## src/rtl/product_uart_tx_if.sv

```systemverilog
// Product-to-UART handshake: multiplier result in, start request in, board-level UART signals out.
interface product_uart_tx_if #(parameter int DATA_W = 512);
  logic              q_valid;
  logic [DATA_W-1:0] Q;
  logic              start;
  logic              Tx;
  logic              busy;
  logic              done;

  modport master (output q_valid, Q, start, input Tx, busy, done);
  modport slave  (input q_valid, Q, start, output Tx, busy, done);
endinterface

```

## src/rtl/product_uart_tx.sv

```systemverilog
// Holds the multiplier product and streams it out as DATA_W/8 back-to-back 8N1 bytes, LSB byte first.
module product_uart_tx #(
  parameter int DATA_W       = 512,
  parameter int CLKS_PER_BIT = 868
) (
  input  logic               clock,
  input  logic               reset,
  product_uart_tx_if.slave   bus
);
  localparam int BYTES  = DATA_W / 8;
  localparam int CNT_W  = (CLKS_PER_BIT > 1) ? $clog2(CLKS_PER_BIT) : 1;
  localparam int BYTE_W = (BYTES > 1) ? $clog2(BYTES) : 1;
  localparam logic [CNT_W-1:0]  CNT_MAX   = CNT_W'(CLKS_PER_BIT - 1);
  localparam logic [BYTE_W-1:0] BYTE_LAST = BYTE_W'(BYTES - 1);

  typedef enum logic [1:0] {IDLE, START, DATA, STOP} state_t;

  state_t              state, state_n;
  logic [CNT_W-1:0]    cnt, cnt_n;
  logic [2:0]          bit_idx, bit_idx_n;
  logic [BYTE_W-1:0]   byte_idx, byte_idx_n;
  logic [DATA_W-1:0]   shift, shift_n;
  logic [DATA_W-1:0]   hold, hold_n;
  logic                hold_valid, hold_valid_n;
  logic                done, done_n;
  logic                tick;
  logic                tx;

  always_ff @(posedge clock) begin
    if (reset) begin
      state      <= IDLE;
      cnt        <= '0;
      bit_idx    <= '0;
      byte_idx   <= '0;
      shift      <= '0;
      hold       <= '0;
      hold_valid <= 1'b0;
      done       <= 1'b0;
    end else begin
      state      <= state_n;
      cnt        <= cnt_n;
      bit_idx    <= bit_idx_n;
      byte_idx   <= byte_idx_n;
      shift      <= shift_n;
      hold       <= hold_n;
      hold_valid <= hold_valid_n;
      done       <= done_n;
    end
  end

  assign tick = (cnt == CNT_MAX);

  always_comb begin
    state_n      = state;
    cnt_n        = cnt;
    bit_idx_n    = bit_idx;
    byte_idx_n   = byte_idx;
    shift_n      = shift;
    hold_n       = hold;
    hold_valid_n = hold_valid;
    done_n       = done;
    tx           = 1'b1;

    // The hold buffer is independent of the shifter, so a reload never corrupts a frame in flight.
    if (bus.q_valid) begin
      hold_n       = bus.Q;
      hold_valid_n = 1'b1;
    end

    if (state != IDLE) cnt_n = tick ? '0 : cnt + CNT_W'(1);

    case (state)
      IDLE: begin
        cnt_n = '0;
        if (bus.start && (hold_valid || bus.q_valid)) begin
          shift_n    = bus.q_valid ? bus.Q : hold;
          done_n     = 1'b0;
          bit_idx_n  = '0;
          byte_idx_n = '0;
          state_n    = START;
        end
      end
      START: begin
        tx = 1'b0;
        if (tick) state_n = DATA;
      end
      DATA: begin
        tx = shift[0];
        if (tick) begin
          shift_n   = shift >> 1;
          bit_idx_n = bit_idx + 3'd1;
          if (bit_idx == 3'd7) state_n = STOP;
        end
      end
      STOP: begin
        if (tick) begin
          if (byte_idx != BYTE_LAST) begin
            byte_idx_n = byte_idx + BYTE_W'(1);
            state_n    = START;
          end else begin
            state_n = IDLE;
            done_n  = 1'b1;
          end
        end
      end
      default: state_n = IDLE;
    endcase
  end

  assign bus.Tx   = tx;
  assign bus.busy = (state != IDLE);
  assign bus.done = done;
endmodule

```

## src/flat_wrapper.sv

```systemverilog
// flat-port wrapper written by rule: the top's interface ports become plain ports
module product_uart_tx_flat 
#(
  parameter int DATA_W       = 512,
  parameter int CLKS_PER_BIT = 868
)
  (clock, reset, bus_q_valid, bus_Q, bus_start, bus_Tx, bus_busy, bus_done);
  product_uart_tx_if #(.DATA_W(DATA_W)) bus_i ();
  input  logic clock;
  input  logic reset;
  input wire logic [$bits(bus_i.q_valid)-1:0] bus_q_valid;
  input wire logic [$bits(bus_i.Q)-1:0] bus_Q;
  input wire logic [$bits(bus_i.start)-1:0] bus_start;
  output wire logic [$bits(bus_i.Tx)-1:0] bus_Tx;
  output wire logic [$bits(bus_i.busy)-1:0] bus_busy;
  output wire logic [$bits(bus_i.done)-1:0] bus_done;
  assign bus_i.q_valid = bus_q_valid;
  assign bus_i.Q = bus_Q;
  assign bus_i.start = bus_start;
  assign bus_Tx = bus_i.Tx;
  assign bus_busy = bus_i.busy;
  assign bus_done = bus_i.done;
  product_uart_tx #(.DATA_W(DATA_W), .CLKS_PER_BIT(CLKS_PER_BIT)) u_core (.clock(clock), .reset(reset), .bus(bus_i));
endmodule
```

## config.mk

```make
export PLATFORM = sky130hd
export DESIGN_NAME = product_uart_tx_flat
export DESIGN_NICKNAME = d
export VERILOG_FILES = /design/src/rtl/product_uart_tx_if.sv /design/src/rtl/product_uart_tx.sv /design/src/flat_wrapper.sv
export SDC_FILE = /design/constraint.sdc
export NUM_CORES = 2
export LEC_CHECK = 0
export CORE_UTILIZATION = 61
export DETAILED_ROUTE_END_ITERATION = 8
export GPL_TIMING_DRIVEN = 0
export HOLD_SLACK_MARGIN = 0.15
export PLACE_DENSITY_LB_ADDON = 0.12
export SETUP_SLACK_MARGIN = 0.4
export SLEW_MARGIN = 15
export SYNTH_ARGS = -nofsm -noshare
export SYNTH_HDL_FRONTEND = slang
export SYNTH_SLANG_ARGS = --single-unit
```

## constraint.sdc

```tcl
create_clock -name clock -period 3.19 [get_ports clock]
set_clock_uncertainty 0.05 [all_clocks]
set_input_delay 0.4785 -clock clock [delete_from_list [all_inputs] [get_ports clock]]
set_output_delay 0.4785 -clock clock [all_outputs]
set_load 0.02 [all_outputs]
```

* Word level (Yosys, flattened, before mapping)
Index checks and enable logic that the tools add are counted.
** Operators by class
- $add $sub $neg :: 3
- Equality and inequality tests :: 13
- Muxes and demuxes :: 24
- Reductions and logical operators :: 11
** Operator list (count)
- $mux W512 :: 3
- $pmux W512 S2 :: 1
- $mux W6 :: 3
- $ne A2 B1 Y1 const B :: 6
- $pmux W6 S2 :: 1
- $add A10 B1 Y10 const B :: 1
- $eq A10 B10 Y1 const B :: 1
- $mux W10 :: 1
- $mux W2 :: 5
- $pmux W2 S4 :: 1
- $reduce_and A4 Y1 :: 2
- $add A6 B1 Y6 const B :: 1
- $mux W3 :: 2
- $ne A6 B6 Y1 const B :: 1
- $pmux W3 S2 :: 1
- $reduce_bool A2 Y1 :: 3
- $reduce_and A5 Y1 :: 1
- $eq A2 B2 Y1 const B :: 2
- $mux W1 :: 4
- $pmux W1 S2 :: 2
- $add A3 B1 Y3 const B :: 1
- $eq A3 B3 Y1 const B :: 1
- $reduce_and A3 Y1 :: 1
- $eq A2 B1 Y1 const B :: 1
- 5 further kinds :: 5
** Storage, ports and cells
- Flip-flop bits (word level) :: 1047
- Bits of input ports :: 516
- Output and inout port bits :: 3
- Logic and storage cells :: 59

* Depth between registers and ports, before layout
- Depth after elaboration :: 4
- Gate-level depth with buffers :: 10
- Gate-level depth less buffers :: 6

* Worst setup path before layout
Ideal clock, no wire load.
- Path kind :: input-to-reg
- Start point :: input port bus_q_valid
- End point :: register u_core.shift[123]
- Setup time :: 0.132 ns
- Data arrival time :: 2.008 ns
- Data required time :: 3.008 ns
- Setup slack :: 0.999 ns
- Stages on the path :: 8
- Path buffers :: 4
- Cell sequence :: buf_2 o21ai_1 clkbuf_1 clkbuf_1 buf_1 nor4_1 a21oi_1 a31oi_1
** Between the ends
- Longest elaborated chain between the ends :: 4
- Elaborated cells between the ends (all ways) :: 7
- Classes of those cells :: eq/ne: 1; mux: 3; reduce/logical: 3
** Ends and longest elaborated chain
- start: declaration :: RTL line flat_wrapper.sv:11 : input wire logic [$bits(bus_i.q_valid)-1:0] bus_q_valid;
- $logic_or A1 B1 Y1 :: RTL line product_uart_tx.sv:75 : if (bus.start && (hold_valid || bus.q_valid)) begin
- $logic_and A1 B1 Y1 :: RTL line product_uart_tx.sv:75
- $ne A2 B1 Y1 (no line)
- $reduce_and A3 Y1 (no line)
- end signal: assignment :: RTL line product_uart_tx.sv:44 : shift <= shift_n;
- end: declaration :: RTL line product_uart_tx.sv:22 : logic [DATA_W-1:0] shift, shift_n;
Parallel ways exist; a longest one is shown, timed or not. The select of a mux whose other input is x is not followed.
A chain may end at the register's enable or synchronous reset.

* Worst setup path in the final report
- Start point :: register u_core.state[0]
- End point :: register u_core.shift[315]
** Between the ends
- Longest elaborated chain between the ends :: 3
- Elaborated cells between the ends (all ways) :: 7
- Classes of those cells :: eq/ne: 3; mux: 1; reduce/logical: 3
** Ends and longest elaborated chain
- start: declaration :: RTL line product_uart_tx.sv:18 : state_t state, state_n;
- start signal: assignment :: RTL line product_uart_tx.sv:40 : state <= state_n;
- $eq A2 B2 Y1 or $logic_not A2 Y1 (tied branches) :: RTL line product_uart_tx.sv:72 : case (state)
- $ne A2 B1 Y1 (no line) or $reduce_bool A2 Y1 (tied branches)
- $reduce_and A3 Y1 (no line)
Parallel ways exist; a longest one is shown, timed or not.

==> summary.txt <==
Status
  • Status: finished, final reports clean

Layout
  • Non-Filler Instances: 7046
  • Layout net count: 6496
  • Finished layout cell area: 0.0560 sq mm
  • Area grow syn2layout: 22.1%
  • Share of cells above drive strength 1: 6.75%

Floorplan
  • Die X: 276 um
  • Ports: 519
  • Core ar.: 0.0744 sq mm
  • Row count: 100
  • Die Span Y: 276 um
  • Initial Util: 61.6%
  • Die ar.: 0.0762 sq mm

Timing
  • Final Cycle Share: 86.4%
  • F_max: 0.363 GHz
  • Final setup viols: 0
  • Period minus WS final: 2.76 ns
  • Final hold slack: 0.412 ns
  • Worst slew margin: 26.0%
  • Worst-margin pin slew: 1.11 ns
  • Final Max Tran Viols: 0
  • Final hold viol count: 0
  • RSZ-0062 raised after global routing: yes
  • Post-Route Setup TNS: 0 ns

Synth
  • Syn nets: 5873
  • Synthesized cell area: 0.0458 sq mm
  • Ys flop type: dfxtp_1
  • Yosys top cell by area: dfxtp_1
  • Sequential cell area fraction in the yosys report: 45.7%
  • Most instantiated library cell after synthesis: dfxtp_1
  • Synth Area per Inst: 8.57 sq um
  • Top post-synthesis cells by count: dfxtp_1, nand3_1, a31oi_1
  • Synth cell types: 46
  • Post-synth EDFFs: 0
  • Cell count after synthesis: 5348
  • YS warnings: 0
  • Area share of the largest cell type after synthesis: 45.7%
  • Post-synth ARST share: 0%
  • Top cells by area, synth: dfxtp_1, nand3_1, mux2i_1, a31oi_1, nor4_1
  • Register bit total from synthesis: 1047

Worst setup path
  • FF-to-FF Start: u_core.state[0]
  • Critical path arrival: 3.27 ns
  • Worst Path Required: 3.71 ns
  • Critical path fanouts, max: 10
  • R2r endpoint: u_core.shift[315]
  • Worst Reg-to-Reg Cells: 9
  • CP cell instances: inv_1 -> ha_1 -> clkbuf_2 -> clkbuf_2 -> buf_2 -> clkbuf_1 -> nor4_1 -> a21oi_1 -> a31oi_1
  • Slowest CP cell: nor4_1
  • Reg2Reg Setup Slack: 0.43 ns
  • Max incr delay on CP: 0.53 ns
  • CP Capture Type: flip-flop
  • Delay-heaviest family, CP: buffers and inverters
  • CP bufs+invs: 5
  • Critical path's most frequent cell: clkbuf_2
  • Crit path launch type: flip-flop
  • Setup Crit Path Kind: flip-flop to flip-flop

Power and ir drop
  • Worst vdd ir: 0.427 mV
  • Power per cell area: 679 mW/mm^2
  • Lkg Pwr: 19.6 nW
  • Pwr Total: 38.0 mW

Route
  • Wirelength, routed: 135000 um
  • Post-route ant nets: 0
  • Number of remaining DRC errors: 0
  • Via count: 44497
  • Wire per inst: 19.2 um
  • DR iter-0 viols: 4883
  • Number of detailed-route iterations in the first pass: 7
  • Average vias per placed instance: 6.32

Global route
  • GRT Residual Overflow: 0
  • GRT Total Usage: 33.6%
  • Largest net degree at the start of global routing: 15
  • Vias in the first global route: 41085
  • First-pass GRT wire length: 212000 um
  • Initial antenna violation count: 34

CTS
  • Num CTS Buffers: 104
  • Clock transition at the registers of the reported paths: 0.06 ns
  • # H-tree levels: 3
  • CTS Hold Buffers Added: 0
  • Worst-Skew Late Latency: 0.66 ns
  • CTS tree: done
  • Clock sinks: 1047
  • Max clock buf depth: 3
  • Root Driver: clkbuf_16

Placed design
  • Hpwl dp: 93400 um
  • Placed cells: 6834
  • GPL Wtd Cong: 0.914
  • Port Buf Inserts: 516
  • Post-Place Cell Area: 0.0522 sq mm

Worst hold path
  • HP Class: input port to flip-flop
  • Worst hold endpoint: u_core.hold[127]
  • Hold_sp: bus_Q[127]
  • WHS Path Cells: 3

Flow run
  • Max Cap Viol: 0
## worst max-delay path by stage
stage	start	to	slack, ns	cells past startpoint
after floorplan	bus_q_valid	u_core.shift[123]	1.0	8
after global placement	bus_start	u_core.shift[263]	-0.83	7
after detailed placement	u_core.state[1]	bus_busy	-0.40	7
after CTS	u_core.state[1]	bus_busy	0.34	7
after global routing	u_core.state[0]	u_core.shift[209]	0.38	10
final	u_core.state[0]	u_core.shift[315]	0.43	9
## what timing repair did
item / 4_1_cts / 5_1_grt
resized for setup: 39 / 101
buffers inserted: 0 / 0
pin swaps: 0 / 0
setup endpoints to repair: 515 / 309
## layer usage
metal	track usage (%)	part of all wire, %
met1	43.2	41
met2	53.7	46
met5	0	0.15
met4	17.7	5.0
met3	6.19	7.8
## logic make-up (layout without fill, tap and decap cells)
family	after synthesis	after routing	synth area share, %
AO/OA/AOI/OAI	1059	1059	13.3
XOR/XNOR	8	8	0.153
adder cells (fa/ha/maj)	9	9	0.246
buffers and inverters	635	1344	6.42
flip-flops	1047	1047	45.7
multiplexers	514	514	11.3
other	0	20	0
AND/OR/NAND/NOR	2076	2076	22.8
## cells in the final DEF (no fill, tap or decap), drive strengths merged, types with 6 or more instances in the layout
cell type         n
nand2            12
mux2i           474
diode            20
o21ai             8
buf             168
inv              12
nor4            474
a21oi           477
clkdlybuf4s50   514
a31oi           515
nand2b            8
dfxtp          1047
ha                9
nand3          1029
nor2b            42
mux2             40
clkinv           16
nor2            493
clkbuf          626
xnor2             6
a22oi            41
## power breakdown
part	switching [mW]	total, mW	internal [mW]
clock	5.17	12.7	7.49
sequential	0.893	15.4	14.5
combinational	6.78	9.95	3.17
## area by class of cell
class / instances / area (sq um)
diodes: 20 / 50.0
inverters: 11 / 46.3
flip-flops and latches: 1047 / 21000
repair buffers: 517 / 5170
plain buffers: 624 / 3010
well taps: 969 / 1210
fillers: 5542 / 18500
multi-input cells: 3666 / 22000
clock inverters: 25 / 265
clock buffers: 167 / 3320
## stage by stage
| step | util (%) | worst slack, ns |
|---|---|---|
| after detailed placement | 70.2 | -0.405 |
| after CTS | 75.1 | 0.342 |
| after global placement | 70.1 | -0.829 |
| final | 75.2 | 0.433 |
| after floorplan | - | 0.999 |
| after global routing | 75.2 | 0.383 |
## sequential cells by signal, indices dropped and copies added, names as in the netlist
signal and flops:
u_core.bit_idx 3, u_core.byte_idx 6, u_core.hold_valid 1, u_core.cnt 10, u_core.bus.done 1, u_core.hold 512
u_core.state 2, u_core.shift 512
## worst reg2reg max path, delay by kind of cell (launching register included)
family	cells	cell delay [ns]
flops	1	0.37
compound gates	2	0.27
simple gates	1	0.53
fa+ha+maj	1	0.20
buf+inv	5	1.24
No activity file was read; power rests on OpenSTA's default activity.
